## src/rtl/vend_credit_ctrl_pkg.sv

```systemverilog
// Shared definitions for the vending credit controller.
//   State encodings (also driven out on the state port), coin codes and the
//   coin-code -> credit-unit conversion. Unknown coin codes are worth 0 units,
//   so they are treated as "no coin".
package vend_credit_ctrl_pkg;

   localparam logic [2:0] ST_IDLE    = 3'd0;
   localparam logic [2:0] ST_COLLECT = 3'd1;
   localparam logic [2:0] ST_VEND    = 3'd2;
   localparam logic [2:0] ST_REFUND  = 3'd3;
   localparam logic [2:0] ST_DONE    = 3'd4;

   localparam logic [2:0] COIN_1 = 3'b001;
   localparam logic [2:0] COIN_2 = 3'b010;
   localparam logic [2:0] COIN_5 = 3'b100;

   function automatic logic [2:0] coin_val(input logic [2:0] code);
      case (code)
         COIN_1:  return 3'd1;
         COIN_2:  return 3'd2;
         COIN_5:  return 3'd5;
         default: return 3'd0;
      endcase
   endfunction

endpackage

```

## src/rtl/vend_credit_ctrl_timer.sv

```systemverilog
// Loadable down-counter with terminal-count compare.
//   clk      in   system clock, rising edge
//   reset    in   synchronous, active-high reset (count cleared)
//   load     in   load load_val this cycle (wins over counting)
//   load_val in   W-bit reload value
//   expire   out  high for the single cycle in which count == 1
// A load of N gives expire N-1 cycles after the loading edge is seen,
// i.e. the edge that ends the expire cycle is the N-th edge after loading.
module vend_credit_ctrl_timer #(
   parameter int W = 5
) (
   input  logic         clk,
   input  logic         reset,
   input  logic         load,
   input  logic [W-1:0] load_val,
   output logic         expire
);

   logic [W-1:0] count;

   always_ff @(posedge clk) begin
      if (reset)
         count <= '0;
      else if (load)
         count <= load_val;
      else if (count != '0)
         count <= count - W'(1);
   end

   assign expire = (count == W'(1));

endmodule

```

## src/rtl/vend_credit_ctrl.sv

```systemverilog
// Credit/timing sequencer for the drink vending FSM: accumulates coin value,
// gates purchase against PRICE, times the inactivity and pickup windows and
// sequences dispense and coin-by-coin change. All outputs are registered.
//   clk          in   system clock, rising edge
//   reset        in   synchronous, active-high reset
//   coin         in   coin code 001=1, 010=2, 100=5 units, others = no coin
//   press        in   purchase button (level)
//   cancel_flag  in   cancel request (level)
//   timeout      out  1-cycle pulse to the vending FSM
//   dispense     out  1-cycle pulse, release one drink
//   change_pulse out  1-cycle pulse per credit unit returned
//   coin_reject  out  1-cycle pulse, coin not accepted
//   credit       out  current credit
//   busy         out  high in VEND/REFUND/DONE
//   state        out  current state encoding
// Build option: VEND_INPUT_SYNC_EN adds a 2-flop synchronizer on coin, press
// and cancel_flag (all responses move 2 cycles later).
//
// state    | meaning
// IDLE     | no credit, waiting for the first coin
// COLLECT  | accepting coins, inactivity window running
// VEND     | one cycle, drink released, price taken from credit
// REFUND   | returning remaining credit one unit per change_pulse
// DONE     | pickup window; timeout on its last cycle, then IDLE
module vend_credit_ctrl
   import vend_credit_ctrl_pkg::*;
#(
   parameter int PRICE       = 5,
   parameter int CREDIT_W    = 4,
   parameter int TIMEOUT_CYC = 20,
   parameter int CHANGE_CYC  = 2
) (
   input  logic                clk,
   input  logic                reset,
   input  logic [2:0]          coin,
   input  logic                press,
   input  logic                cancel_flag,
   output logic                timeout,
   output logic                dispense,
   output logic                change_pulse,
   output logic                coin_reject,
   output logic [CREDIT_W-1:0] credit,
   output logic                busy,
   output logic [2:0]          state
);

   localparam int T_MAX = (TIMEOUT_CYC > CHANGE_CYC) ? TIMEOUT_CYC : CHANGE_CYC;
   localparam int T_W   = $clog2(T_MAX + 1);
   localparam int CW1   = CREDIT_W + 1;
   localparam logic [CREDIT_W-1:0] PRICE_C = CREDIT_W'(PRICE);

   logic [2:0] coin_s;
   logic       press_s;
   logic       cancel_s;

`ifdef VEND_INPUT_SYNC_EN
   logic [4:0] sync_q1;
   logic [4:0] sync_q2;

   always_ff @(posedge clk) begin
      if (reset) begin
         sync_q1 <= '0;
         sync_q2 <= '0;
      end else begin
         sync_q1 <= {coin, press, cancel_flag};
         sync_q2 <= sync_q1;
      end
   end

   assign {coin_s, press_s, cancel_s} = sync_q2;
`else
   assign coin_s   = coin;
   assign press_s  = press;
   assign cancel_s = cancel_flag;
`endif

   logic [2:0]          coin_units;
   logic                coin_prev;
   logic                coin_evt;
   logic [CW1-1:0]      credit_sum;

   assign coin_units = coin_val(coin_s);
   // a held coin is only counted on its first valid cycle
   assign coin_evt   = (coin_units != 3'd0) && !coin_prev;
   // carry out of the credit width means the coin would overflow credit
   assign credit_sum = {1'b0, credit} + CW1'(coin_units);

   logic           win_load, win_expire;
   logic [T_W-1:0] win_val;
   logic           chg_load, chg_expire;
   logic [T_W-1:0] chg_val;

   vend_credit_ctrl_timer #(.W(T_W)) u_win_timer (
      .clk      (clk),
      .reset    (reset),
      .load     (win_load),
      .load_val (win_val),
      .expire   (win_expire)
   );

   vend_credit_ctrl_timer #(.W(T_W)) u_chg_timer (
      .clk      (clk),
      .reset    (reset),
      .load     (chg_load),
      .load_val (chg_val),
      .expire   (chg_expire)
   );

   logic [2:0]          state_nx;
   logic [CREDIT_W-1:0] credit_nx;
   logic                timeout_nx, dispense_nx, change_nx, reject_nx, busy_nx;

   always_comb begin
      state_nx    = state;
      credit_nx   = credit;
      timeout_nx  = 1'b0;
      dispense_nx = 1'b0;
      change_nx   = 1'b0;
      reject_nx   = 1'b0;
      win_load    = 1'b0;
      win_val     = T_W'(TIMEOUT_CYC);
      chg_load    = 1'b0;
      // load of 1 makes the first change pulse land on the cycle after entry
      chg_val     = T_W'(1);

      case (state)
         ST_IDLE: begin
            if (coin_evt) begin
               credit_nx = CREDIT_W'(coin_units);
               state_nx  = ST_COLLECT;
               win_load  = 1'b1;
            end
         end

         ST_COLLECT: begin
            if (coin_evt) begin
               if (credit_sum[CREDIT_W])
                  reject_nx = 1'b1;
               else
                  credit_nx = credit_sum[CREDIT_W-1:0];
            end
            if (cancel_s) begin
               state_nx = ST_REFUND;
               chg_load = 1'b1;
            end else if (press_s && (credit >= PRICE_C)) begin
               state_nx    = ST_VEND;
               dispense_nx = 1'b1;
            end else if (coin_evt) begin
               win_load = 1'b1;
            end else if (win_expire) begin
               timeout_nx = 1'b1;
               state_nx   = ST_REFUND;
               chg_load   = 1'b1;
            end
         end

         ST_VEND: begin
            credit_nx = credit - PRICE_C;
            if (credit > PRICE_C) begin
               state_nx = ST_REFUND;
               chg_load = 1'b1;
            end else begin
               state_nx = ST_DONE;
               win_load = 1'b1;
               win_val  = T_W'(TIMEOUT_CYC - 1);
            end
         end

         ST_REFUND: begin
            if (chg_expire) begin
               change_nx = 1'b1;
               credit_nx = credit - CREDIT_W'(1);
               chg_load  = 1'b1;
               chg_val   = T_W'(CHANGE_CYC);
               if (credit == CREDIT_W'(1)) begin
                  state_nx = ST_DONE;
                  win_load = 1'b1;
                  win_val  = T_W'(TIMEOUT_CYC - 1);
               end
            end
         end

         ST_DONE: begin
            // window is loaded one short so the timeout cycle is still DONE
            if (timeout)
               state_nx = ST_IDLE;
            else if (win_expire)
               timeout_nx = 1'b1;
         end

         default: state_nx = ST_IDLE;
      endcase

      if (coin_evt && ((state == ST_VEND) || (state == ST_REFUND) || (state == ST_DONE)))
         reject_nx = 1'b1;

      busy_nx = (state_nx == ST_VEND) || (state_nx == ST_REFUND) || (state_nx == ST_DONE);
   end

   always_ff @(posedge clk) begin
      if (reset) begin
         state        <= ST_IDLE;
         credit       <= '0;
         timeout      <= 1'b0;
         dispense     <= 1'b0;
         change_pulse <= 1'b0;
         coin_reject  <= 1'b0;
         busy         <= 1'b0;
         coin_prev    <= 1'b0;
      end else begin
         state        <= state_nx;
         credit       <= credit_nx;
         timeout      <= timeout_nx;
         dispense     <= dispense_nx;
         change_pulse <= change_nx;
         coin_reject  <= reject_nx;
         busy         <= busy_nx;
         coin_prev    <= (coin_units != 3'd0);
      end
   end

endmodule
```

## config.mk

```make
export PLATFORM = sky130hd
export DESIGN_NAME = vend_credit_ctrl
export DESIGN_NICKNAME = d
export VERILOG_FILES = /design/src/rtl/vend_credit_ctrl_pkg.sv /design/src/rtl/vend_credit_ctrl_timer.sv /design/src/rtl/vend_credit_ctrl.sv
export SDC_FILE = /design/constraint.sdc
export NUM_CORES = 1
export LEC_CHECK = 0
export ABC_AREA = 1
export BUFFER_PORTS_ARGS = -buffer_cell sky130_fd_sc_hd__buf_2
export CAP_MARGIN = 15
export CORE_UTILIZATION = 30
export DETAILED_ROUTE_END_ITERATION = 8
export HOLD_SLACK_MARGIN = 0.02
export PLACE_DENSITY = 0.54
export SLEW_MARGIN = 20
export SYNTH_ARGS = -nofsm -noshare
export SYNTH_HDL_FRONTEND = slang
export SYNTH_SLANG_ARGS = --single-unit
```

## constraint.sdc

```tcl
create_clock -name clk -period 3.8 [get_ports clk]
set_input_delay 0 -clock clk [delete_from_list [all_inputs] [get_ports clk]]
set_output_delay 0 -clock clk [all_outputs]
set_load 0.03 [all_outputs]
```

==> Yosys cells after proc, flatten, opt, wreduce, memory -nomap -nowiden <==
Index checks and enable logic that the tools add are counted.
{ "word_totals": {"regBits": 23, "input_bits": 7, "wordCells": 102} }
{ "classes": {"add_sub_neg": 5, "n_lt_le_gt_ge": 2, "n_eq_ne": 17, "muxes": 48, "bitwise": 2, "n_reduce_logical": 18} }
{ "ops": {"columns": ["op", "count"], "rows": [
  ["two-way mux 3 bit", 12],
  ["two-way mux 5 bit", 4],
  ["two-way mux 1 bit", 19],
  ["two-way mux 4 bit", 4],
  ["one-hot mux 4 bit (4 select lines)", 1],
  ["equality test 3 x 2 -> 1 bit, second input constant", 5],
  ["one-hot mux 3 bit (5 select lines)", 1],
  ["equality test 5 x 1 -> 1 bit, second input constant", 2],
  ["nonzero test 5 bit", 2],
  ["subtractor 5 x 1 -> 5 bit, second input constant", 2],
  ["equality test 3 bit, second input constant", 3],
  ["one-hot mux 3 bit (3 select lines)", 1],
  ["inequality test 2 bit, second input constant", 4],
  ["equality test 3 x 1 -> 1 bit, second input constant", 2],
  ["one-hot mux 3 bit (2 select lines)", 1],
  ["adder 4 x 3 -> 5 bit", 1],
  ["AND reduction 5 bit", 1],
  ["equality test 4 x 1 -> 1 bit, second input constant", 1],
  [">= comparator 4 x 3 -> 1 bit, second input constant", 1],
  ["> comparator 4 x 3 -> 1 bit, second input constant", 1],
  ["logical OR 1 bit", 4],
  ["two-way mux 2 bit", 2],
  ["one-hot mux 1 bit (4 select lines)", 1],
  ["nonzero test 2 bit", 2],
  ["other kinds (12)", 15]
]} }

==> Longest topological paths before layout <==
{ "logic_depth": {"ltp_word": 11, "ltp_mapped": 14, "mapped_depth_nobuf": 14} }

==> Hierarchy <==
From an unflattened synthesis, not the netlist that was laid out.
{ "hier_totals": {"cells_unflattened": 256, "hier_area_um2": 1674.1} }
{ "by_module_without_submodules": {"columns": ["module", "n_inst", "cells_per_inst", "area_per_inst_um2", "seq_area_each_um2"], "rows": [
  ["vend_credit_ctrl", 1, 160, 1048.5, 260.2],
  ["vend_credit_ctrl_timer", 2, 48, 312.8, 100.1]
]} }

==> Worst setup path after synthesis <==
Ideal clock, no wire load.
{ "synth_path": {"path_type": "register to register", "from": "reg credit[0]", "to": "reg credit[1]", "setup_ns": 0.128, "arrival_ns": 1.881, "required_ns": 3.672, "path_slack_ns": 1.791, "stages_incl_launch_ff": 11, "n_path_buf": 0, "synth_period_minus_slack_ns": 2.009, "path_cell_list": "dfxtp_1 > ha_1 > fa_1 > nand2_1 > inv_1 > o21ai_0 > inv_1 > o21bai_2 > nand2_2 > o21ai_1 > nor2_1"} }
{ "synth_between": {"elab_chain_cells": 4, "word_cells_on_any_way": 9, "cone_classes": "add/sub (3); eq/ne (1); mux (4); reduce/logical (1)"} }
{ "synth_lines": {"columns": ["item", "line", "source"], "rows": [
  ["start: declaration", "vend_credit_ctrl.sv:42", "output logic [CREDIT_W-1:0] credit,"],
  ["start signal: assignment", "vend_credit_ctrl.sv:212", "credit <= credit_nx;"],
  ["adder 4 x 3 -> 5 bit", "vend_credit_ctrl.sv:86", "assign credit_sum = {1'b0, credit} + CW1'(coin_units);"],
  ["two-way mux 4 bit", "vend_credit_ctrl.sv:137", "if (credit_sum[CREDIT_W])"],
  ["two-way mux 4 bit", "vend_credit_ctrl.sv:136", "if (coin_evt) begin"],
  ["one-hot mux 4 bit (4 select lines)", "vend_credit_ctrl.sv:126", "case (state)"]
]} }
Parallel ways exist; a longest one is shown, timed or not. The select of a mux whose other input is x is not followed.
A chain may end at the register's enable or synchronous reset.

==> Worst setup path after layout <==
{ "layout_path": {"from": "reg credit[0]", "to": "reg credit[2]"} }
The elaborated chain is that of the path after synthesis.

==> results.md <==
* Critical path's largest stage delay at 0.39 ns
* Synthesized area per cell at 6.76 sq um
* Leftover overflow at the end of global routing at 0
* Number of gates resized after CTS at 0
* Detailed placer's ending HPWL at 2740 um
* Ordered list of cells on the worst path: ha_1 -> fa_1 -> nand2_1 -> inv_1 -> o21ai_0 -> inv_1 -> o21bai_2 -> nand2_2 -> o21ai_1 -> nor2_1
* DRC violation count after routing at 0
* Cell types occupying the most area after synthesis: sky130_fd_sc_hd__dfxtp_1, sky130_fd_sc_hd__nand2_1, sky130_fd_sc_hd__ha_1
* Count of TritonRoute iterations in the first routing pass at 4
* Clock tree from TritonCTS: built
* Area occupied by registers at 460 sq um
* Critical Path Fanout Max at 8
* Synthesis-to-finish area growth at 14.4%
* Number of synthesized flops with an enable pin at 0
* Via count of the first global-routing pass at 1415
* Hold Slack at 0.0823 ns
* Primary flip-flop cell chosen by synthesis mapping: sky130_fd_sc_hd__dfxtp_1
* Period Utilization, post-route at 54.7%
* Post-synth design cell area at 1580 sq um
* Io pins at 19
* Achievable clock frequency at 481 MHz
* Overall global routing resource usage at 14.3%
* Net count of the mapped netlist at 251
* Number of standard cells in the layout, taps in and fillers out at 324
* Type of the worst min-delay path: input pin to register
* Root Driver: sky130_fd_sc_hd__clkbuf_8
* Synthesized instance count at 233
* # clock sinks at 23
* Arrival time of data at the critical path endpoint at 2.23 ns
* Power per standard cell area at 685 nW/um^2
* Number of clock buffers inserted by TritonCTS at 3
* Routability congestion estimate from global placement at 0.850
* Async set or reset register ratio after synthesis at 0%
* Result of the run: complete, no violations
* Largest net degree at the start of global routing at 18
* Relative max-transition margin at 76.5%
* Vertical extent of the die at 74.5 um
* Share of the synthesized area in the top cell type at 29.2%
* Cell type group with the largest total delay on the critical path: adder cells
* Start-to-end type of the worst setup path: register to register
* Clock period minus final worst setup slack at 2.08 ns
* Count of antenna-violating nets left after detailed routing at 0
* Slew of the pin with the lowest slew margin at 0.353 ns
* Port Buffers at 18
* Fill count at 574
* Clock transition at the registers of the reported paths at 0.08 ns
* Maximum clock path buffer count at 2
* CP dominant cell by count: sky130_fd_sc_hd__inv_1
* Core Area at 5070 sq um
* Initial antenna violation count at 0
* Required time at the worst-slack endpoint at 3.96 ns
* Die ar. at 5540 sq um
* Number of vias after detailed routing at 1494
* Critical-path top delay cell: sky130_fd_sc_hd__dfxtp_1
* Average wire per standard cell at 11.0 um
* Row count at 26
* Type of destination of the critical path: register
* Endpoints failing hold at 0
* Placed Cells at 319
* Count of nets after finishing at 273
* Final count of pins violating max slew at 0
* Endpoints failing setup at 0
* Via/cell ratio at 4.61
* Peak VDD IR at 0.194 mV
* Largest area contributor in the synthesized netlist: sky130_fd_sc_hd__dfxtp_1
* Total negative slack for setup checks at 0 ns
* Total of max-cap violations at 0
* Fraction of final layout cells sized beyond drive strength 1 at 18.9%
* Buffering stage count on the worst path with inverters included at 2
* Post-route cell area at 1800 sq um
* Clock network latency to the later pin of the worst-skew pair at 0.27 ns
* Leak pwr at 0.925 nW
* Area of combinational cells with multiple inputs at 965 sq um
* Setup Skew at 0.00116 ns
* RSZ-0062 raised after global routing: no
* Sequential share of the synthesized area at 29.2%
* Count of routing violations after the opening detailed-route iteration at 37
* Library cells used by synthesis at 30
* Seq cells post-synth at 23
* Sort of element at the start of the critical path: register
* Warnings, synthesis at 0
* Global-route wire length before repair at 6050 um
* Initial Utilization at 31.0%
* Placed cell areas at 1750 sq um
* H-tree Lvls at 1
* DRT Wirelength at 3550 um
* Horizontal extent of the die at 74.5 um
* Antenna diode count at 0
==> stage by stage <==
| step | setup WS, ns | total power [mW] | utilization [%] |
|---|---|---|---|
| floorplan | 1.79 | 0.939 | - |
| detailed placement | 1.77 | 1.08 | 34.4 |
| CTS | 1.75 | 1.25 | 35.5 |
| finish | 1.72 | 1.23 | 35.5 |
| global route | 1.54 | 1.37 | 35.5 |
| global placement | 1.83 | 1.08 | 34.4 |
==> sequential cells by signal, summed over array words and instances (netlist names) <==
name	flops
u_chg_timer.count	5
credit	4
state	3
coin_prev	1
dispense	1
change_pulse	1
timeout	1
busy	1
coin_reject	1
u_win_timer.count	5
==> cells by family (layout without fill, tap and decap cells) <==
group	count (synthesis)	after routing	synth area share, %
and+or+nand+nor	122	122	37.2
buffers and inverters	40	61	9.53
AOI/OAI and AO/OA	31	31	11.5
DFF	23	23	29.2
adders and majority gates	11	11	9.21
xor gates and xnor gates	6	6	3.34
==> layout by cell type, fill, tap and decap left out, types with 5 or more instances in the layout <==
| cell type | instances |
|---|---|
| sky130_fd_sc_hd__nand3_2 | 5 |
| sky130_fd_sc_hd__nand3_1 | 19 |
| sky130_fd_sc_hd__inv_2 | 9 |
| sky130_fd_sc_hd__a21oi_1 | 11 |
| sky130_fd_sc_hd__nor2_1 | 22 |
| sky130_fd_sc_hd__xor2_1 | 5 |
| sky130_fd_sc_hd__dfxtp_1 | 23 |
| sky130_fd_sc_hd__buf_2 | 18 |
| sky130_fd_sc_hd__ha_1 | 10 |
| sky130_fd_sc_hd__nand2_1 | 54 |
| sky130_fd_sc_hd__nand4_1 | 5 |
| sky130_fd_sc_hd__o21ai_0 | 7 |
| sky130_fd_sc_hd__inv_1 | 29 |
==> layout make-up <==
class                   count  share of cell area, %
clock buffers               3                   2.29
clock inverters             1                  0.278
inverters                  38                   7.92
multi-input cells         170                   53.5
flip-flops and latches     23                   25.6
well taps                  70                   4.86
repair buffers             19                   5.56
==> per-layer routing <==
| metal | wire length [um] | up-vias | global-route usage [%] |
|---|---|---|---|
| met5 | 0 | - | 0 |
| met1 | 1760 | 685 | 17.7 |
| met3 | 83 | 4 | 1.90 |
| met4 | 40 | 0 | 5.24 |
| met2 | 1670 | 14 | 25.0 |
| li1 | - | 791 | - |
==> timing repair <==
action / CTS / global route
hold buffers: 1 / 0
setup buffers: 0 / 0
hold endpoints to repair: 1 / 0
setup endpoints to repair: 0 / 0
==> Yosys cell counts, types with 2 or more instances <==
master	n
sky130_fd_sc_hd__nand2_4	2
sky130_fd_sc_hd__nand2_2	3
sky130_fd_sc_hd__clkbuf_1	2
sky130_fd_sc_hd__xor2_1	5
sky130_fd_sc_hd__nor2_1	22
sky130_fd_sc_hd__o211ai_1	3
sky130_fd_sc_hd__nand3b_1	2
sky130_fd_sc_hd__nand3_2	5
sky130_fd_sc_hd__inv_2	9
sky130_fd_sc_hd__nand3_1	19
sky130_fd_sc_hd__o21ai_1	4
sky130_fd_sc_hd__a31oi_1	2
sky130_fd_sc_hd__ha_1	10
sky130_fd_sc_hd__a21oi_1	11
sky130_fd_sc_hd__nor2_4	2
sky130_fd_sc_hd__nor2_2	2
sky130_fd_sc_hd__nand4_1	5
sky130_fd_sc_hd__nor3_1	4
sky130_fd_sc_hd__inv_1	29
sky130_fd_sc_hd__dfxtp_1	23
sky130_fd_sc_hd__nand2_1	54
sky130_fd_sc_hd__o21ai_0	7
==> worst reg2reg max path, cell delays in order, from the launching register on <==
cell and delay (ns):
sky130_fd_sc_hd__dfxtp_1 0.39, sky130_fd_sc_hd__ha_1 0.26, sky130_fd_sc_hd__fa_1 0.38, sky130_fd_sc_hd__nand2_1 0.07
sky130_fd_sc_hd__inv_1 0.05, sky130_fd_sc_hd__o21ai_0 0.22, sky130_fd_sc_hd__inv_1 0.08, sky130_fd_sc_hd__o21bai_2 0.20
sky130_fd_sc_hd__nand2_2 0.12, sky130_fd_sc_hd__o21ai_1 0.13, sky130_fd_sc_hd__nor2_1 0.04
==> path summary, 6_finish.rpt <==
kind,startpoint,end,slack [ns],depth (start not counted)
hold / removal,press,dispense,0.08,3
setup reg to reg,credit[0],credit[2],1.72,10
hold reg to reg,u_chg_timer.count[4],u_chg_timer.count[4],0.47,2
setup / recovery,credit[0],credit[2],1.72,10
==> power by group <==
group	total [mW]	internal [mW]	switching, mW
Combinational	0.700	0.258	0.441
Sequential	0.379	0.309	0.0695
Clock	0.157	0.0733	0.0832
Total	1.23	0.641	0.594
(Power assumes the default switching activity.)
